## config.mk

```make
export PLATFORM = sky130hd
export DESIGN_NAME = lw_sha_msg_schedule
export DESIGN_NICKNAME = d
export VERILOG_FILES = /design/src/rtl/lw_sha_msg_schedule.sv
export SDC_FILE = /design/constraint.sdc
export NUM_CORES = 2
export LEC_CHECK = 0
export ABC_AREA = 1
export CORE_ASPECT_RATIO = 2
export CORE_MARGIN = 1.5
export CORE_UTILIZATION = 25
export CTS_BUF_LIST = sky130_fd_sc_hd__clkbuf_4 sky130_fd_sc_hd__clkbuf_8 sky130_fd_sc_hd__clkbuf_16
export CTS_CLUSTER_DIAMETER = 200
export CTS_CLUSTER_SIZE = 10
export DETAILED_ROUTE_END_ITERATION = 10
export DONT_BUFFER_PORTS = 1
export GPL_TIMING_DRIVEN = 0
export PLACE_DENSITY = 0.44
export SLEW_MARGIN = 5
export SYNTH_ARGS = -nofsm -noshare
export SYNTH_HDL_FRONTEND = slang
export SYNTH_SLANG_ARGS = --single-unit
export TNS_END_PERCENT = 50
```

## constraint.sdc

```tcl
create_clock -name clk_i -period 11.7 [get_ports clk_i]
set_input_delay 1.17 -clock clk_i [delete_from_list [all_inputs] [get_ports clk_i]]
set_output_delay 1.17 -clock clk_i [all_outputs]
set_load 0.02 [all_outputs]
```

## src/rtl/lw_sha_msg_schedule.sv

```systemverilog
// ---------------------------------------------------------------------------
// lw_sha_msg_schedule : SHA-256/512 message schedule, 16-word window -> W[t]
// Rev 1.0
// ---------------------------------------------------------------------------
`default_nettype none

module lw_sha_msg_schedule #(
  parameter int WORD_SIZE   = 64,
  parameter int BLOCK_WORDS = 16
) (
  input  logic                 clk_i,
  input  logic                 rst_i,
  input  logic                 start_i,
  input  logic                 mode_i,
  input  logic [WORD_SIZE-1:0] msg_word_i,
  input  logic                 msg_valid_i,
  output logic                 msg_ready_o,
  output logic [WORD_SIZE-1:0] word_o,
  output logic [6:0]           round_index_o,
  output logic                 word_valid_o,
  input  logic                 word_ready_i,
  output logic                 busy_o,
  output logic                 done_o
);

  typedef enum logic [1:0] {
    IDLE = 2'd0,
    LOAD = 2'd1,
    RUN  = 2'd2,
    DONE = 2'd3
  } state_t;

  state_t               state;
  logic [WORD_SIZE-1:0] w [BLOCK_WORDS];
  logic [3:0]           load_cnt;
  logic [6:0]           t;
  logic                 mode;
  logic                 ready_q;
  logic                 valid_q;
  logic                 busy_q;
  logic                 done_q;

  function automatic logic [31:0] rotr32(input logic [31:0] x, input int n);
    return (x >> n) | (x << (32 - n));
  endfunction

  function automatic logic [63:0] rotr64(input logic [63:0] x, input int n);
    return (x >> n) | (x << (64 - n));
  endfunction

  function automatic logic [31:0] sig0_256(input logic [31:0] x);
    return rotr32(x, 7) ^ rotr32(x, 18) ^ (x >> 3);
  endfunction

  function automatic logic [31:0] sig1_256(input logic [31:0] x);
    return rotr32(x, 17) ^ rotr32(x, 19) ^ (x >> 10);
  endfunction

  function automatic logic [63:0] sig0_512(input logic [63:0] x);
    return rotr64(x, 1) ^ rotr64(x, 8) ^ (x >> 7);
  endfunction

  function automatic logic [63:0] sig1_512(input logic [63:0] x);
    return rotr64(x, 19) ^ rotr64(x, 61) ^ (x >> 6);
  endfunction

  logic [31:0]          sum256;
  logic [63:0]          sum512;
  logic [WORD_SIZE-1:0] next_w;
  logic [WORD_SIZE-1:0] load_w;
  logic [6:0]           last_t;

  // Window holds W[t..t+15]; the new tail word is W[t+16].
  always_comb begin
    sum256 = sig1_256(w[14][31:0]) + w[9][31:0] + sig0_256(w[1][31:0]) + w[0][31:0];
    sum512 = sig1_512(w[14]) + w[9] + sig0_512(w[1]) + w[0];
    next_w = mode ? sum512 : {{(WORD_SIZE-32){1'b0}}, sum256};
    load_w = mode ? msg_word_i : {{(WORD_SIZE-32){1'b0}}, msg_word_i[31:0]};
    last_t = mode ? 7'd79 : 7'd63;
  end

  always_ff @(posedge clk_i) begin
    if (rst_i) begin
      state    <= IDLE;
      load_cnt <= 4'd0;
      t        <= 7'd0;
      mode     <= 1'b0;
      ready_q  <= 1'b0;
      valid_q  <= 1'b0;
      busy_q   <= 1'b0;
      done_q   <= 1'b0;
      for (int i = 0; i < BLOCK_WORDS; i++) w[i] <= '0;
    end else begin
      case (state)
        IDLE: begin
          done_q <= 1'b0;
          if (start_i) begin
            mode     <= mode_i;
            load_cnt <= 4'd0;
            t        <= 7'd0;
            ready_q  <= 1'b1;
            busy_q   <= 1'b1;
            state    <= LOAD;
          end
        end
        LOAD: begin
          if (msg_valid_i) begin
            for (int i = 0; i < BLOCK_WORDS - 1; i++) w[i] <= w[i+1];
            w[BLOCK_WORDS-1] <= load_w;
            load_cnt         <= load_cnt + 4'd1;
            if (load_cnt == 4'd15) begin
              ready_q <= 1'b0;
              valid_q <= 1'b1;
              t       <= 7'd0;
              state   <= RUN;
            end
          end
        end
        RUN: begin
          if (word_ready_i) begin
            for (int i = 0; i < BLOCK_WORDS - 1; i++) w[i] <= w[i+1];
            w[BLOCK_WORDS-1] <= next_w;
            t                <= t + 7'd1;
            if (t == last_t) begin
              valid_q <= 1'b0;
              done_q  <= 1'b1;
              state   <= DONE;
            end
          end
        end
        DONE: begin
          done_q <= 1'b0;
          busy_q <= 1'b0;
          state  <= IDLE;
        end
        default: state <= IDLE;
      endcase
    end
  end

  assign msg_ready_o   = ready_q;
  assign word_valid_o  = valid_q;
  assign busy_o        = busy_q;
  assign done_o        = done_q;
  assign word_o        = w[0];
  assign round_index_o = t;

endmodule

`default_nettype wire
```

---- Word-level counts from Yosys, hierarchy flattened ----
Memory sizes are Yosys's and may differ from the RTL's.
Cells that the tools add are included.
operators by class
  bitwise gates (word level) .............. 48
  eq/ne operators ......................... 10
  reductions and logical operators ........ 15
  multiplexer cells ....................... 72
  $add $sub $neg .......................... 8
operators by type and width
  kind                                     count
  64-bit two-way mux                       34
  64-bit adder                             3
  64-bit XOR                               2
  32-bit adder                             3
  3-bit by 64-bit OR with 64-bit output    1
  45-bit by 64-bit OR with 64-bit output   1
  56-bit by 64-bit OR with 64-bit output   1
  63-bit by 64-bit OR with 64-bit output   1
  32-bit XOR                               2
  64-bit by 57-bit XOR with 64-bit output  1
  64-bit by 58-bit XOR with 64-bit output  1
  7-bit two-way mux                        5
  1-bit OR                                 32
  13-bit by 32-bit OR with 32-bit output   1
  14-bit by 32-bit OR with 32-bit output   1
  15-bit by 32-bit OR with 32-bit output   1
  25-bit by 32-bit OR with 32-bit output   1
  32-bit by 22-bit XOR with 32-bit output  1
  32-bit by 29-bit XOR with 32-bit output  1
  7-bit case mux with 3 select lines       1
  1-bit two-way mux                        19
  5-bit AND reduction                      3
  2-bit two-way mux                        5
  2-bit != test (second input constant)    5
  other kinds (17)                         27
word-level totals
  word-level logic and storage cells ...... 162
  memory bits (writable) .................. 1,024
  memories ................................ 1
  bits in registers ....................... 18
memory list
  name  depth  width  rd ports  clocked after memory_dff  write ports  line  source
  w     16     64     16        0                         16           34    logic [WORD_SIZE-1:0] w [BLOCK_WORDS];

---- Depth between registers and ports, before layout ----
  depth in word-level cells ............... 8
  gate-level depth with buffers ........... 23
  gate-level depth less buffers ........... 22

---- Worst setup path before layout ----
No wires, ideal clock.
  kind .................................... input -> register
  start ................................... input rst_i
  end ..................................... memory w[1][0], enable pin
  setup slack ............................. -0.772 ns
  arrival time ............................ 9.206 ns
  buffers on the path ..................... 2
  required time ........................... 8.434 ns
  cell stages on the path ................. 4
  path through ............................ buf_2 nor2_1 clkbuf_1 nand2_1
RTL lines
  item         line  source
  from (decl)  12    input logic rst_i,
  to (decl)    34

==> impl_metrics.yaml <==
clock_tree:
  cts_resized: 0
  cts_made_buffers: 114
  clk_latency_ns: 0.79
  h-tree-depth: 3
  cts_sinks: 1042
  cts_hold_buf: 0
  clkTransAtPathRegs_ns: 0.06
  clockBufferDepth: 3
  cts_tree: "yes"
  cts_root_buffer: "clkbuf_16"
  cts_setup_buffers: 0
global_routing:
  grt_usage: 0.185
  grt_pass1_vias: 40040
  antenna_found_initial: 28
  grt_pass1_wl_microns: 299000
  grt_max_degree: 117
  gr-total-overflow: 0
worst_setup_path:
  path_cells: "clkbuf_1 > xor2_1 > xor2_1 > fa_1 > fa_1 > inv_1 > ha_1 > fa_1 > nand3_1 > nand3_1 > nand3_1 > nand3b_1 > nand2_1 > inv_1 > o21ai_0 > nand3_1 > nand2_1"
  r2r_slack_ns: 5.84
  arrival_ns: 6.46
  required_ns: 12.30
  reg2reg_to: "w[15][13]"
  start_kind: "register"
  r2r-start: "w[14][10]"
  cp_num_buf_inv: 3
  cp_common_cell: "nand3_1"
  crit_family: "adder cells"
  slowest_delay_ns: 1.02
  path_class: "reg2reg"
  reg2regPathDepth: 17
  critPathSlowestCell: "clkbuf_1"
  crit_path_end_kind: "register"
  crit_fanout: 5
sta:
  max-slew-margin-rel: 0.0589
  fin_crit_ns: 5.86
  hold_ws_ns: 0.487
  slew_violations: 0
  worst_slew_pin_slew_ns: 1.41
  rsz0062_at_grt: "no"
  skew_ns: 0.0837
  worst_slack_ns: 5.84
  tns_ns: 0
  finalSetupViolations: 0
  hold_viol: 0
  max_freq_ghz: 0.171
  fin_crit_sh: 0.501
synth:
  synth_edf_count: 1024
  synthFlopType: "edfxtp_1"
  ys_types: 47
  syn_nets: 6624
  synth_area_per_cell_sq_um: 9.21
  async_flop_share: 0
  yosysWarningCount: 0
  yosysSeqAreaShare: 0.539
  syn_inst: 6266
  ys_ff_latch: 1042
  syn_area_sq_um: 57700
placement:
  dp_slack_ns: 5.84
  port_buffers: 0
  finalWeightedCongestion: 0.955
  place_hpwl_microns: 176000
route:
  vias_per_cell: 4.12
  num_vias: 38907
  drt_first_iter_violations: 2557
  wl_per_cell_microns: 22.8
  routed_wl_microns: 215000
  drc_errors: 0
  ant_nets: 0
  drt_pass1_iterations: 7
hold_path:
  holdPathStages: 2
  min_to: "w[11][51]"
  hold_class: "reg2reg"
  min_from: "w[12][51]"
floorplan:
  die_x_microns: 343
  die_y_microns: 682
  core_sq_um: 230000
  io_pins: 145
  placement_rows: 249
  start_util: 0.251
  die_area_sq_um: 234000
final_layout:
  area_growth_pct: 12.8
  drive_gt1_frac: 0.0550
  final_nets: 6755
  layout_common_cells: "inv_1, nor2_1, edfxtp_1"
  final_common_cell: "inv_1"
  fillers: 24465
job:
  maxCapViolCount: 0
status:
  status: "completed"
final cells by class:
| cell class | instances | area [sq um] | share of cell area |
|---|---|---|---|
| Antenna cell | 16 | 40.0 | 0.000615 |
| Buffer | 188 | 896 | 0.0138 |
| Clock buffer | 124 | 2930 | 0.0450 |
| Clock inverter | 8 | 209 | 0.00321 |
| Inverter | 1879 | 7050 | 0.108 |
| Multi-Input combinational cell | 3157 | 18700 | 0.287 |
| Sequential cell | 1042 | 31100 | 0.478 |
| Tap cell | 3012 | 3770 | 0.0579 |
| Timing Repair Buffer | 15 | 405 | 0.00623 |
worst min-delay path: stages (launching register included):
cell,delay [ns]
edfxtp_1,0.32
inv_1,0.04
nor2_1,0.08
synthesized netlist by cell type (2+ instances only):
| cell type | n | area share |
|---|---|---|
| a211oi_1 | 2 | 0.00026 |
| a21oi_1 | 85 | 0.0074 |
| a32o_1 | 2 | 0.00035 |
| and2_1 | 3 | 0.00033 |
| and3_1 | 2 | 0.00022 |
| buf_1 | 4 | 0.00026 |
| buf_2 | 70 | 0.0061 |
| buf_4 | 13 | 0.0017 |
| buf_6 | 6 | 0.0012 |
| clkbuf_1 | 95 | 0.0062 |
| dfxtp_1 | 18 | 0.0062 |
| edfxtp_1 | 1024 | 0.53 |
| fa_1 | 188 | 0.065 |
| ha_1 | 100 | 0.022 |
| inv_1 | 1866 | 0.12 |
| inv_2 | 13 | 0.00085 |
| nand2_1 | 944 | 0.061 |
| nand2_2 | 23 | 0.0025 |
| nand2_4 | 2 | 0.00039 |
| nand3_1 | 190 | 0.016 |
| nand3_2 | 9 | 0.0016 |
| nand3b_1 | 5 | 0.00065 |
| nand4_1 | 18 | 0.0020 |
| nor2_1 | 1084 | 0.071 |
| nor2_2 | 32 | 0.0035 |
| nor2_4 | 7 | 0.0014 |
| nor2_8 | 2 | 0.00069 |
| nor3_1 | 14 | 0.0012 |
| nor3_2 | 8 | 0.0014 |
| nor3b_1 | 2 | 0.00026 |
| nor4_1 | 4 | 0.00043 |
| nor4_2 | 2 | 0.00043 |
| o211ai_1 | 6 | 0.00078 |
| o21a_1 | 4 | 0.00052 |
| o21ai_0 | 17 | 0.0015 |
| o21ai_1 | 11 | 0.00095 |
| o21bai_1 | 10 | 0.0013 |
| or2_2 | 4 | 0.00043 |
| xnor2_1 | 163 | 0.025 |
| xor2_1 | 207 | 0.031 |
worst max path at each step:
stage               depth (start not counted)        end      start  slack (ns)
floorplan                                   4   w[10][0]      rst_i        0.67
global placement                            4  w[12][22]      rst_i       -4.58
detailed placement                         17  w[15][13]  w[14][10]        5.84
CTS                                        17  w[15][13]  w[14][10]        5.82
global route                               22  w[15][53]   w[14][7]        5.82
finish                                     17  w[15][13]  w[14][10]        5.84
through the flow:
| step | area (sq um) | util | instances |
|---|---|---|---|
| floorplan | 57700 | - | 6266 |
| global placement | 61500 | 0.268 | 9278 |
| detailed placement | 61900 | 0.270 | 9293 |
| CTS | 65100 | 0.283 | 9425 |
| global route | 65100 | 0.283 | 9427 |
| finish | 65100 | 0.284 | 9441 |
state kept, by name, summed over array words and instances (netlist names):
signal and flops:
busy_o 1, done_o 1, load_cnt 4, mode 1, msg_ready_o 1, round_index_o 7
state 2, w 1024, word_valid_o 1
cell families (layout without fill, tap and decap cells):
group | Yosys count | count (layout) | synth area share
adders and majority gates | 288 | 288 | 0.0869
AOI/OAI and AO/OA | 141 | 141 | 0.0137
DFF | 1042 | 1042 | 0.539
xor gates and xnor gates | 370 | 370 | 0.0562
other | 0 | 16 | 0
and+or+nand+nor | 2358 | 2358 | 0.167
buffers and inverters | 2067 | 2214 | 0.138
metal layers:
| layer | part of all wire | vias to the layer above | global-route usage |
|---|---|---|---|
| met1 | 0.34 | 18774 | 0.185 |
| met5 | 0.00027 | - | 0 |
| li1 | - | 18701 | - |
| met2 | 0.52 | 1010 | 0.339 |
| met4 | 0.082 | 10 | 0.129 |
| met3 | 0.057 | 412 | 0.0357 |
Power is left out: the tool's default activity adds up to more than one toggle a clock period on the data nets, which glitch-free logic cannot reach.
